$ cat src/rtl/acc_ctrl_pkg.sv
// Shared definitions for the multi-engine ap_ctrl_chain controller: engine-state
// encoding and the engine-id width helper.
package acc_ctrl_pkg;

  localparam logic [1:0] EngIdle = 2'd0;
  localparam logic [1:0] EngBusy = 2'd1;
  localparam logic [1:0] EngFin  = 2'd2;

  // clog2 clamped to 1 so a single-engine build still has a 1-bit id.
  function automatic int unsigned id_width(input int unsigned n);
    if (n <= 1) return 1;
    return $clog2(n);
  endfunction

endpackage

$ cat src/rtl/acc_done_fifo.sv
// Synchronous completion FIFO holding retired engine ids; supports push and pop
// in the same cycle, and presents zero at the head while empty.
module acc_done_fifo #(
  parameter int unsigned Depth = 4,
  parameter int unsigned Width = 2,
  parameter int unsigned CntW  = 3
) (
  input  logic             clk,
  input  logic             rst_n,
  input  logic             push_i,
  input  logic [Width-1:0] push_data_i,
  input  logic             pop_i,
  output logic [Width-1:0] head_o,
  output logic [CntW-1:0]  count_o,
  output logic             full_o,
  output logic             empty_o
);

  localparam int unsigned PtrW = (Depth > 1) ? $clog2(Depth) : 1;
  localparam logic [PtrW-1:0] LastPtr = PtrW'(Depth - 1);
  localparam logic [CntW-1:0] DepthCnt = CntW'(Depth);

  logic [Width-1:0] mem_q [Depth];
  logic [PtrW-1:0]  wr_ptr_q, wr_ptr_d;
  logic [PtrW-1:0]  rd_ptr_q, rd_ptr_d;
  logic [CntW-1:0]  count_q, count_d;
  logic             do_push, do_pop;

  assign empty_o = (count_q == '0);
  assign full_o  = (count_q == DepthCnt);
  assign count_o = count_q;
  assign head_o  = empty_o ? '0 : mem_q[rd_ptr_q];

  assign do_pop  = pop_i && !empty_o;
  assign do_push = push_i && (!full_o || do_pop);

  always_comb begin
    wr_ptr_d = wr_ptr_q;
    rd_ptr_d = rd_ptr_q;
    count_d  = count_q;
    if (do_push) wr_ptr_d = (wr_ptr_q == LastPtr) ? '0 : wr_ptr_q + 1'b1;
    if (do_pop)  rd_ptr_d = (rd_ptr_q == LastPtr) ? '0 : rd_ptr_q + 1'b1;
    case ({do_push, do_pop})
      2'b10:   count_d = count_q + 1'b1;
      2'b01:   count_d = count_q - 1'b1;
      default: count_d = count_q;
    endcase
  end

  always_ff @(posedge clk or negedge rst_n) begin
    if (!rst_n) begin
      wr_ptr_q <= '0;
      rd_ptr_q <= '0;
      count_q  <= '0;
      for (int i = 0; i < Depth; i++) mem_q[i] <= '0;
    end else begin
      wr_ptr_q <= wr_ptr_d;
      rd_ptr_q <= rd_ptr_d;
      count_q  <= count_d;
      if (do_push) mem_q[wr_ptr_q] <= push_data_i;
    end
  end

endmodule

$ cat src/rtl/acc_multi_eng_ctrl.sv
// Kernel-level ap_ctrl_chain controller: dispatches starts to the lowest idle enabled
// engine, tracks end_conv + write-buffer drain per engine and queues finished ids.
module acc_multi_eng_ctrl
  import acc_ctrl_pkg::*;
#(
  parameter int unsigned NumEng = 4,
  parameter int unsigned IdW    = id_width(NumEng)
) (
  input  logic              clk,
  input  logic              rst_n,
  input  logic              ap_start_i,
  input  logic              ap_continue_i,
  output logic              ap_ready_o,
  output logic              ap_idle_o,
  output logic              ap_done_o,
  output logic [IdW-1:0]    ap_done_id_o,
  input  logic [NumEng-1:0] eng_en_i,
  output logic [NumEng-1:0] op_start_o,
  input  logic [NumEng-1:0] end_conv_i,
  input  logic [NumEng-1:0] write_buffer_wait_i,
  output logic [NumEng-1:0] busy_vec_o
);

  localparam logic [IdW+1:0] NumEngW = (IdW + 2)'(NumEng);

  logic [NumEng-1:0][1:0] state_q, state_d;
  logic [NumEng-1:0]      fin_pend_q, fin_pend_d;
  logic [NumEng-1:0]      op_start_q, op_start_d;

  logic [NumEng-1:0] idle_vec, fin_vec, elig;
  logic [NumEng-1:0] disp_oh, ret_oh;
  logic [IdW-1:0]    ret_id;
  logic              accept, push, pop;
  logic [IdW+1:0]    busy_cnt, occ;
  logic [IdW:0]      fifo_cnt;
  logic              fifo_full, fifo_empty;

  always_comb begin
    for (int i = 0; i < NumEng; i++) begin
      idle_vec[i] = (state_q[i] == EngIdle);
      fin_vec[i]  = (state_q[i] == EngFin);
    end
  end

  // An engine pulsed this cycle is already BUSY; the op_start mask is kept for safety.
  assign elig    = eng_en_i & idle_vec & ~op_start_q;
  assign disp_oh = elig & (~elig + 1'b1);
  assign ret_oh  = fin_vec & (~fin_vec + 1'b1);
  assign push    = |fin_vec;

  always_comb begin
    ret_id = '0;
    for (int i = NumEng - 1; i >= 0; i--) begin
      if (fin_vec[i]) ret_id = IdW'(i);
    end
  end

  always_comb begin
    busy_cnt = '0;
    for (int i = 0; i < NumEng; i++) begin
      busy_cnt = busy_cnt + {{(IdW + 1){1'b0}}, ~idle_vec[i]};
    end
  end

  // Outstanding jobs plus queued completions never exceed the FIFO depth.
  assign occ        = busy_cnt + {1'b0, fifo_cnt};
  assign ap_ready_o = (|elig) && (occ < NumEngW);
  assign accept     = ap_start_i && ap_ready_o;
  assign pop        = ap_done_o && ap_continue_i;

  always_comb begin
    state_d    = state_q;
    fin_pend_d = fin_pend_q;
    op_start_d = accept ? disp_oh : '0;
    for (int i = 0; i < NumEng; i++) begin
      case (state_q[i])
        EngIdle: begin
          if (accept && disp_oh[i]) state_d[i] = EngBusy;
        end
        EngBusy: begin
          if (fin_pend_q[i] && write_buffer_wait_i[i]) begin
            state_d[i]    = EngFin;
            fin_pend_d[i] = 1'b0;
          end else if (end_conv_i[i]) begin
            fin_pend_d[i] = 1'b1;
          end
        end
        EngFin: begin
          if (ret_oh[i]) state_d[i] = EngIdle;
        end
        default: begin
          state_d[i]    = EngIdle;
          fin_pend_d[i] = 1'b0;
        end
      endcase
    end
  end

  always_ff @(posedge clk or negedge rst_n) begin
    if (!rst_n) begin
      state_q    <= '0;
      fin_pend_q <= '0;
      op_start_q <= '0;
    end else begin
      state_q    <= state_d;
      fin_pend_q <= fin_pend_d;
      op_start_q <= op_start_d;
    end
  end

  acc_done_fifo #(
    .Depth (NumEng),
    .Width (IdW),
    .CntW  (IdW + 1)
  ) u_done_fifo (
    .clk         (clk),
    .rst_n       (rst_n),
    .push_i      (push),
    .push_data_i (ret_id),
    .pop_i       (pop),
    .head_o      (ap_done_id_o),
    .count_o     (fifo_cnt),
    .full_o      (fifo_full),
    .empty_o     (fifo_empty)
  );

  assign op_start_o = op_start_q;
  assign busy_vec_o = ~idle_vec;
  assign ap_done_o  = ~fifo_empty;
  assign ap_idle_o  = (busy_cnt == '0) && fifo_empty;

  logic unused_full;
  assign unused_full = fifo_full;

endmodule

$ cat config.mk
export PLATFORM = sky130hd
export DESIGN_NAME = acc_multi_eng_ctrl
export DESIGN_NICKNAME = d
export VERILOG_FILES = /design/src/rtl/acc_ctrl_pkg.sv /design/src/rtl/acc_done_fifo.sv /design/src/rtl/acc_multi_eng_ctrl.sv
export SDC_FILE = /design/constraint.sdc
export NUM_CORES = 1
export LEC_CHECK = 0
export BUFFER_PORTS_ARGS = -buffer_cell sky130_fd_sc_hd__buf_4
export CAP_MARGIN = 20
export CORE_MARGIN = 4
export CORE_UTILIZATION = 40
export CTS_CLUSTER_SIZE = 12
export DETAILED_ROUTE_END_ITERATION = 8
export GPL_TIMING_DRIVEN = 0
export SETUP_SLACK_MARGIN = 0.5
export SLEW_MARGIN = 20
export SYNTH_ARGS = -nofsm -noshare
export SYNTH_HDL_FRONTEND = slang
export SYNTH_SLANG_ARGS = --single-unit
$ cat constraint.sdc
create_clock -name clk -period 6.46 [get_ports clk]
set_input_delay 0.323 -clock clk [delete_from_list [all_inputs] [get_ports clk]]
set_output_delay 0.323 -clock clk [all_outputs]
set_load 0.02 [all_outputs]
Yosys cells after proc, flatten, opt, wreduce, memory -nomap -nowiden
Index checks and enable logic that the tools add are counted. Widths: inputs -> output; s select.

$add $sub $neg: 10. $lt $le $gt $ge: 4. Eq/ne operators: 29. Mux-type cells: 43. Bitwise logic cells: 19. Reduce and logical (&&, ||, !) cells: 39.

Operators with widths (count): $mux 2 (22); $pmux 2 s3 (4); $and 4x4->4 (4); $ne 2x1->1 const B (8); $not 4->4 (4); $logic_and 1x1->1 (15); $eq 2x2->1 const B (7); $ne 3x3->1 const B (4); $reduce_and 3->1 (4); $eq 2x1->1 const B (5); $not 1->1 (9); $add 4x1->4 const B (2); $bwmux 8 (1); $logic_not 2->1 (4); $mux 1 (8); $ne 2x2->1 const B (4); $pmux 1 s2 (4); $reduce_and 2->1 (4); $reduce_or 2->1 (4); $reduce_or 4->1 (2); $ge 3x3->1 const B (2); $not 2->3 (2); $pmux 3 s2 (1); $add 2x1->2 const B (2); 17 further kinds (18).

Register bits after elaboration: 31. Input bits: 16. Output and inout port bits: 13.

Longest topological paths before layout
Depth after elaboration: 12. Depth in mapped cells: 9. Depth with buffers taken out: 9.

By module
A second synthesis with hierarchy kept.

Cells, all modules: 159. Area, all modules: 1730.4 µm².

Modules (own cells, without submodules): acc_multi_eng_ctrl (instances 1, cells each 96, area each 915.9 µm², sequential area each 400.4 µm²); acc_done_fifo (instances 1, cells each 63, area each 814.5 µm², sequential area each 375.4 µm²).

Worst setup path after synthesis
OpenSTA, ideal clock, no wires.

Path type: register to output. From: register state_q[6] (netlist name). To: output ap_ready_o. Data arrival time: 2.296 ns. Data required time: 6.137 ns. Slack: 3.841 ns. Cell stages (with the launch flop): 9. Buffers on the path: 0. Cell sequence: dfrtp_1 -> or2_1 -> ha_1 -> ha_1 -> ha_1 -> ha_1 -> nor3_1 -> nand2_1 -> a21oi_1.

Longest elaborated chain between the ends: 6. Elaborated cells on any way between the ends: 9. Those cells by class: add/sub (2); order compare (1); bitwise (3); reduce/logical (3).

RTL lines: start, declared (line acc_multi_eng_ctrl.sv:26) `logic [NumEng-1:0][1:0] state_q, state_d;`; start signal, assigned (line acc_multi_eng_ctrl.sv:105) `state_q <= state_d;`; $logic_not 2->1 (*) (line acc_multi_eng_ctrl.sv:40) `idle_vec[i] = (state_q[i] == EngIdle);`; $not 1->1 (line acc_multi_eng_ctrl.sv:61) `busy_cnt = busy_cnt + {{(IdW + 1){1'b0}}, ~idle_vec[i]};`; $add 3x1->4 (line acc_multi_eng_ctrl.sv:61); $add 4x3->4 (line acc_multi_eng_ctrl.sv:66) `assign occ = busy_cnt + {1'b0, fifo_cnt};`; $lt 4x3->1 (line acc_multi_eng_ctrl.sv:67) `assign ap_ready_o = (|elig) && (occ < NumEngW);`; $logic_and 1x1->1 (*) (line acc_multi_eng_ctrl.sv:67); end, declared (line acc_multi_eng_ctrl.sv:13) `output logic ap_ready_o,`.

Every way passes the cells marked *; elsewhere a longest branch is shown, timed or not.

Worst setup path after layout
From: register state_q[0] (netlist name). To: output ap_ready_o.

Longest elaborated chain between the ends: 8. Elaborated cells on any way between the ends: 11. Those cells by class: add/sub (4); order compare (1); bitwise (3); reduce/logical (3).

RTL lines (line): $logic_not 2->1 (*) (acc_multi_eng_ctrl.sv:40); $not 1->1 (acc_multi_eng_ctrl.sv:61); $add 1x1->2 (acc_multi_eng_ctrl.sv:61); $add 2x1->3 (acc_multi_eng_ctrl.sv:61); $add 3x1->4 (acc_multi_eng_ctrl.sv:61); $add 4x3->4 (acc_multi_eng_ctrl.sv:66); $lt 4x3->1 (acc_multi_eng_ctrl.sv:67); $logic_and 1x1->1 (*) (acc_multi_eng_ctrl.sv:67).

Marked as above.

==> results summary <==
The post-synthesis instance area came out at 1690 um^2. The cell leakage power is 0.00103 uW. The maximum root-to-sink buffer count came out at 2. Of the cells placed in the final design, the portion with a size suffix greater than 1 is 0.242. The standard-cell row count came out at 23. The critical path goes through nor2_1 > xor2_1 > ha_1 > ha_1 > ha_1 > ha_1 > nor3_1 > nand2_1 > a21oi_1 > buf_4. From synthesis to final layout, the design area changed by 22.6%. The largest net degree at the start of global routing came out at 32. For this run, the leading register cell type out of synthesis is sky130_fd_sc_hd__dfrtp_1.

For this design the ratio of total power to cell area is 475 nW/um^2. Yosys instantiated no cell more often than sky130_fd_sc_hd__dfrtp_1. The required time reported for the critical path endpoint is 6140 ps. The number of distinct library cells after synthesis came out at 36. The number of instances in the synthesized netlist came out at around 160.

The final hold violation count was 0. The flow ran to the end, and the final reports show no timing, DRC or antenna violations. The core outline area is 4060 um^2.

The final sum of negative setup slack came out at 0 ps. The worst-margin pin slew is roughly 500 ps. The post-cts repair resize count came out at 0.

The number of antenna-violating nets in the routed design came out at 0. The delay of the slowest cell on the worst path came out at approximately 440 ps. The detailed-routing iteration count for the pre-antenna-repair pass is 4. For this block, the initial DRC count from the detailed router was 69. The number of nets produced by synthesis is roughly 190.

The final count of negative-setup-slack endpoints came out at 0. Of the synthesized area, sequential elements account for 0.459. The worst slack at placement came out at 3700 ps. Sorting the synthesized cells by area gives the leading types as sky130_fd_sc_hd__dfrtp_1 46%, sky130_fd_sc_hd__ha_1 8.1%, sky130_fd_sc_hd__mux2_1 6.0%. The number of synthesized flops with an enable pin came out at 0. The top achievable clock speed is 333 MHz.

At the later pin of the worst-skew pair, clock insertion delay measures around 280 ps. For the finished layout, the period the worst path requires is roughly 3000 ps. Clock-pin slew was measured on the worst setup and hold paths at 60 ps. The via count of the first global-routing pass came out at ~1300. In this run, synthesis produced a sequential element count of 31. After the last flow step, the layout net total stands at approximately 220. Using the TritonRoute via totals, the vias-per-cell ratio works out to 5.18. The first global-routing pass estimated 6070 um of wire. TritonCTS built the clock tree.

The critical path is of the reg -> out type. The worst vdd rail ir drop came out at 0.151 mV. The worst pin sits at a relative slew slack of 0.658. From left edge to right edge, the die measures 73.0 um. Routability-driven placement finished with a final weighted congestion of slightly below 0.8. The initial antenna violation count was 0. The sort of element at the end of the critical path is an output pin. The repair_antennas step left the layout with diodes totalling 0.

Clock tree synthesis found a total of 31 sinks. The final layout contains routed wiring with a total length of 3380 um. The class of the worst hold path is in -> reg. The worst-case clock skew came out at 7.68 ps. Once routing completed, OpenROAD measured the worst setup slack at 3460 ps.

The synthesized design spends more area on one cell type than any other, namely sky130_fd_sc_hd__dfrtp_1. By instance count, the cell type seen most on the critical path is sky130_fd_sc_hd__ha_1. The effective utilization at floorplan is 0.417. Detailed placement finished with a half-perimeter wire length of between 2000 and 3000 um. The portion of synthesized cell area occupied by the leading cell type is 0.459. The final number of max-transition violations came out at 0. The master cell of the clock root buffer is sky130_fd_sc_hd__clkbuf_8.

The total number of H-tree levels came out at 2. For this run, the number of Yosys warnings is 0. The commonest cells after synthesis are 31 x sky130_fd_sc_hd__dfrtp_1, 14 x sky130_fd_sc_hd__inv_1, 13 x sky130_fd_sc_hd__nor2_1. The routed wirelength normalized by instance count is 13.9 um. Port buffering added 28 buffers.

The final route contains 1265 vias. Of all nets on the critical path, the largest fanout is 7. The global route total overflow came out at 0. The vertical die dimension is around 73 um. The post-synthesis average cell area is 10.8 um^2. The worst register-to-register path has a setup slack of 3730 ps. Across the run, the number of max-cap violations was 0. The total track usage is 0.150.

The category of the worst setup path launch point is a flip-flop. The number of buffers inserted during clock tree synthesis came out at 5. Setup repair after global routing left no endpoint under its margin. The data arrival time at the worst-slack endpoint came out at 2680 ps. The I/O pin total is 29.

The largest individual stage delay along the critical path comes from the cell sky130_fd_sc_hd__dfrtp_1. Dividing the final minimum period by the clock period gives 0.465. The floorplan die area is roughly 5300 um^2. The number of DRC violations after detailed routing is 0. After synthesis, the share of flip-flops with an asynchronous set or reset is 1.00.
[metrics by stage]
step / util / hold WS [ps] / cell area, um^2 / total power, uW / std cells
floorplan: - / 27.4 / 1690 / 677 / 157
global placement: 0.484 / 277 / 1960 / 808 / 235
detailed placement: 0.484 / 285 / 1960 / 832 / 235
global route: 0.511 / 328 / 2070 / 1090 / 244
CTS: 0.511 / 312 / 2070 / 1000 / 244
finish: 0.511 / 314 / 2070 / 986 / 244
[critical path: cells and delay by family, from the launching register on]
| kind | cells | cell delay (ps) |
|---|---|---|
| AOI/OAI and AO/OA | 1 | 120 |
| xor gates and xnor gates | 1 | 190 |
| adders and majority gates | 4 | 920 |
| buffers and inverters | 1 | 160 |
| DFF | 1 | 440 |
| and+or+nand+nor | 3 | 580 |
[final timing paths]
path	cells after the start	endpoint	startpoint
setup / recovery	10	ap_ready_o	state_q[0]$_DFFE_PN0P_
hold / removal	3	state_q[1]$_DFFE_PN0P_	write_buffer_wait_i[0]
setup reg to reg	9	state_q[6]$_DFFE_PN0P_	state_q[0]$_DFFE_PN0P_
hold reg to reg	1	u_done_fifo.mem_q[0]$_DFFE_PN0P_	u_done_fifo.mem_q[0]$_DFFE_PN0P_
max in group asynchronous	2	u_done_fifo.wr_ptr_q[1]$_DFFE_PN0P_	rst_n
min in group asynchronous	2	state_q[1]$_DFFE_PN0P_	rst_n
[flip-flops by register name (all words and copies together) (netlist names)]
name	cells
state_q	8
u_done_fifo.mem_q	8
fin_pend_q	4
op_start_o	4
u_done_fifo.count_o	3
u_done_fifo.rd_ptr_q	2
u_done_fifo.wr_ptr_q	2
[kinds of logic (layout without fill, tap and decap cells)]
logic type,Yosys count,count (layout),synth area share
multiplexers,12,12,0.0925
buffers and inverters,14,51,0.0311
adder cells (fa/ha/maj),12,12,0.0932
AND/OR/NAND/NOR,61,61,0.211
AO/OA/AOI/OAI,23,23,0.0932
flip-flops,31,31,0.459
XOR/XNOR,4,4,0.0207
[what timing repair did]
item | 4_1_cts | 5_1_grt
buffers inserted | 0 | 0
hold buffers | 1 | 0
endpoints found under the hold margin | 31 | 0
[power by group]
part,internal [uW],switching [uW],total [uW],leakage (uW)
clock,97.1,69.6,167,0.0000515
combinational,221,256,477,0.000588
sequential,267,74.6,342,0.000395
total,585,400,986,0.00103
[layout by cell type (no fill, tap or decap), types with 2 or more instances in the layout]
master                     Yosys  layout
sky130_fd_sc_hd__and2_1        3       3
sky130_fd_sc_hd__nand2b_1      3       3
sky130_fd_sc_hd__clkbuf_8      0       7
sky130_fd_sc_hd__ha_1         11      11
sky130_fd_sc_hd__nor4b_1       3       3
sky130_fd_sc_hd__nor2_1       13      13
sky130_fd_sc_hd__inv_1        14      14
sky130_fd_sc_hd__dfrtp_1      31      31
sky130_fd_sc_hd__nand3b_1      4       4
sky130_fd_sc_hd__nand2_2       4       4
sky130_fd_sc_hd__nand2b_4      3       3
sky130_fd_sc_hd__nand2_1      12      12
sky130_fd_sc_hd__mux2_1        9       9
sky130_fd_sc_hd__nand3_1       4       4
sky130_fd_sc_hd__nor3_1        4       4
sky130_fd_sc_hd__a31oi_1       4       4
sky130_fd_sc_hd__xor2_1        3       3
sky130_fd_sc_hd__a21oi_1       2       2
sky130_fd_sc_hd__buf_4         0      28
sky130_fd_sc_hd__o22ai_1       6       6
sky130_fd_sc_hd__o21ai_0       6       6
sky130_fd_sc_hd__mux4_2        2       2
[per-layer routing]
layer  share of wire  vias up  GRT usage  routed length [um]
met4          0.0080        0     0.0430                  27
met1            0.42      613      0.172                1430
met5               0        -          0                   0
met3           0.050        4     0.0523                 168
met2            0.52       24      0.261                1760
li1                -      624          -                   -
[layout make-up]
cell class | instances | area, um^2
Clock buffer | 8 | 100
Fill cell | 388 | 1980
Inverter | 14 | 52.6
Multi-Input combinational cell | 112 | 863
Sequential cell | 31 | 776
Tap cell | 50 | 62.6
Timing Repair Buffer | 29 | 220
Note: power is estimated with default switching activity, not from simulation.
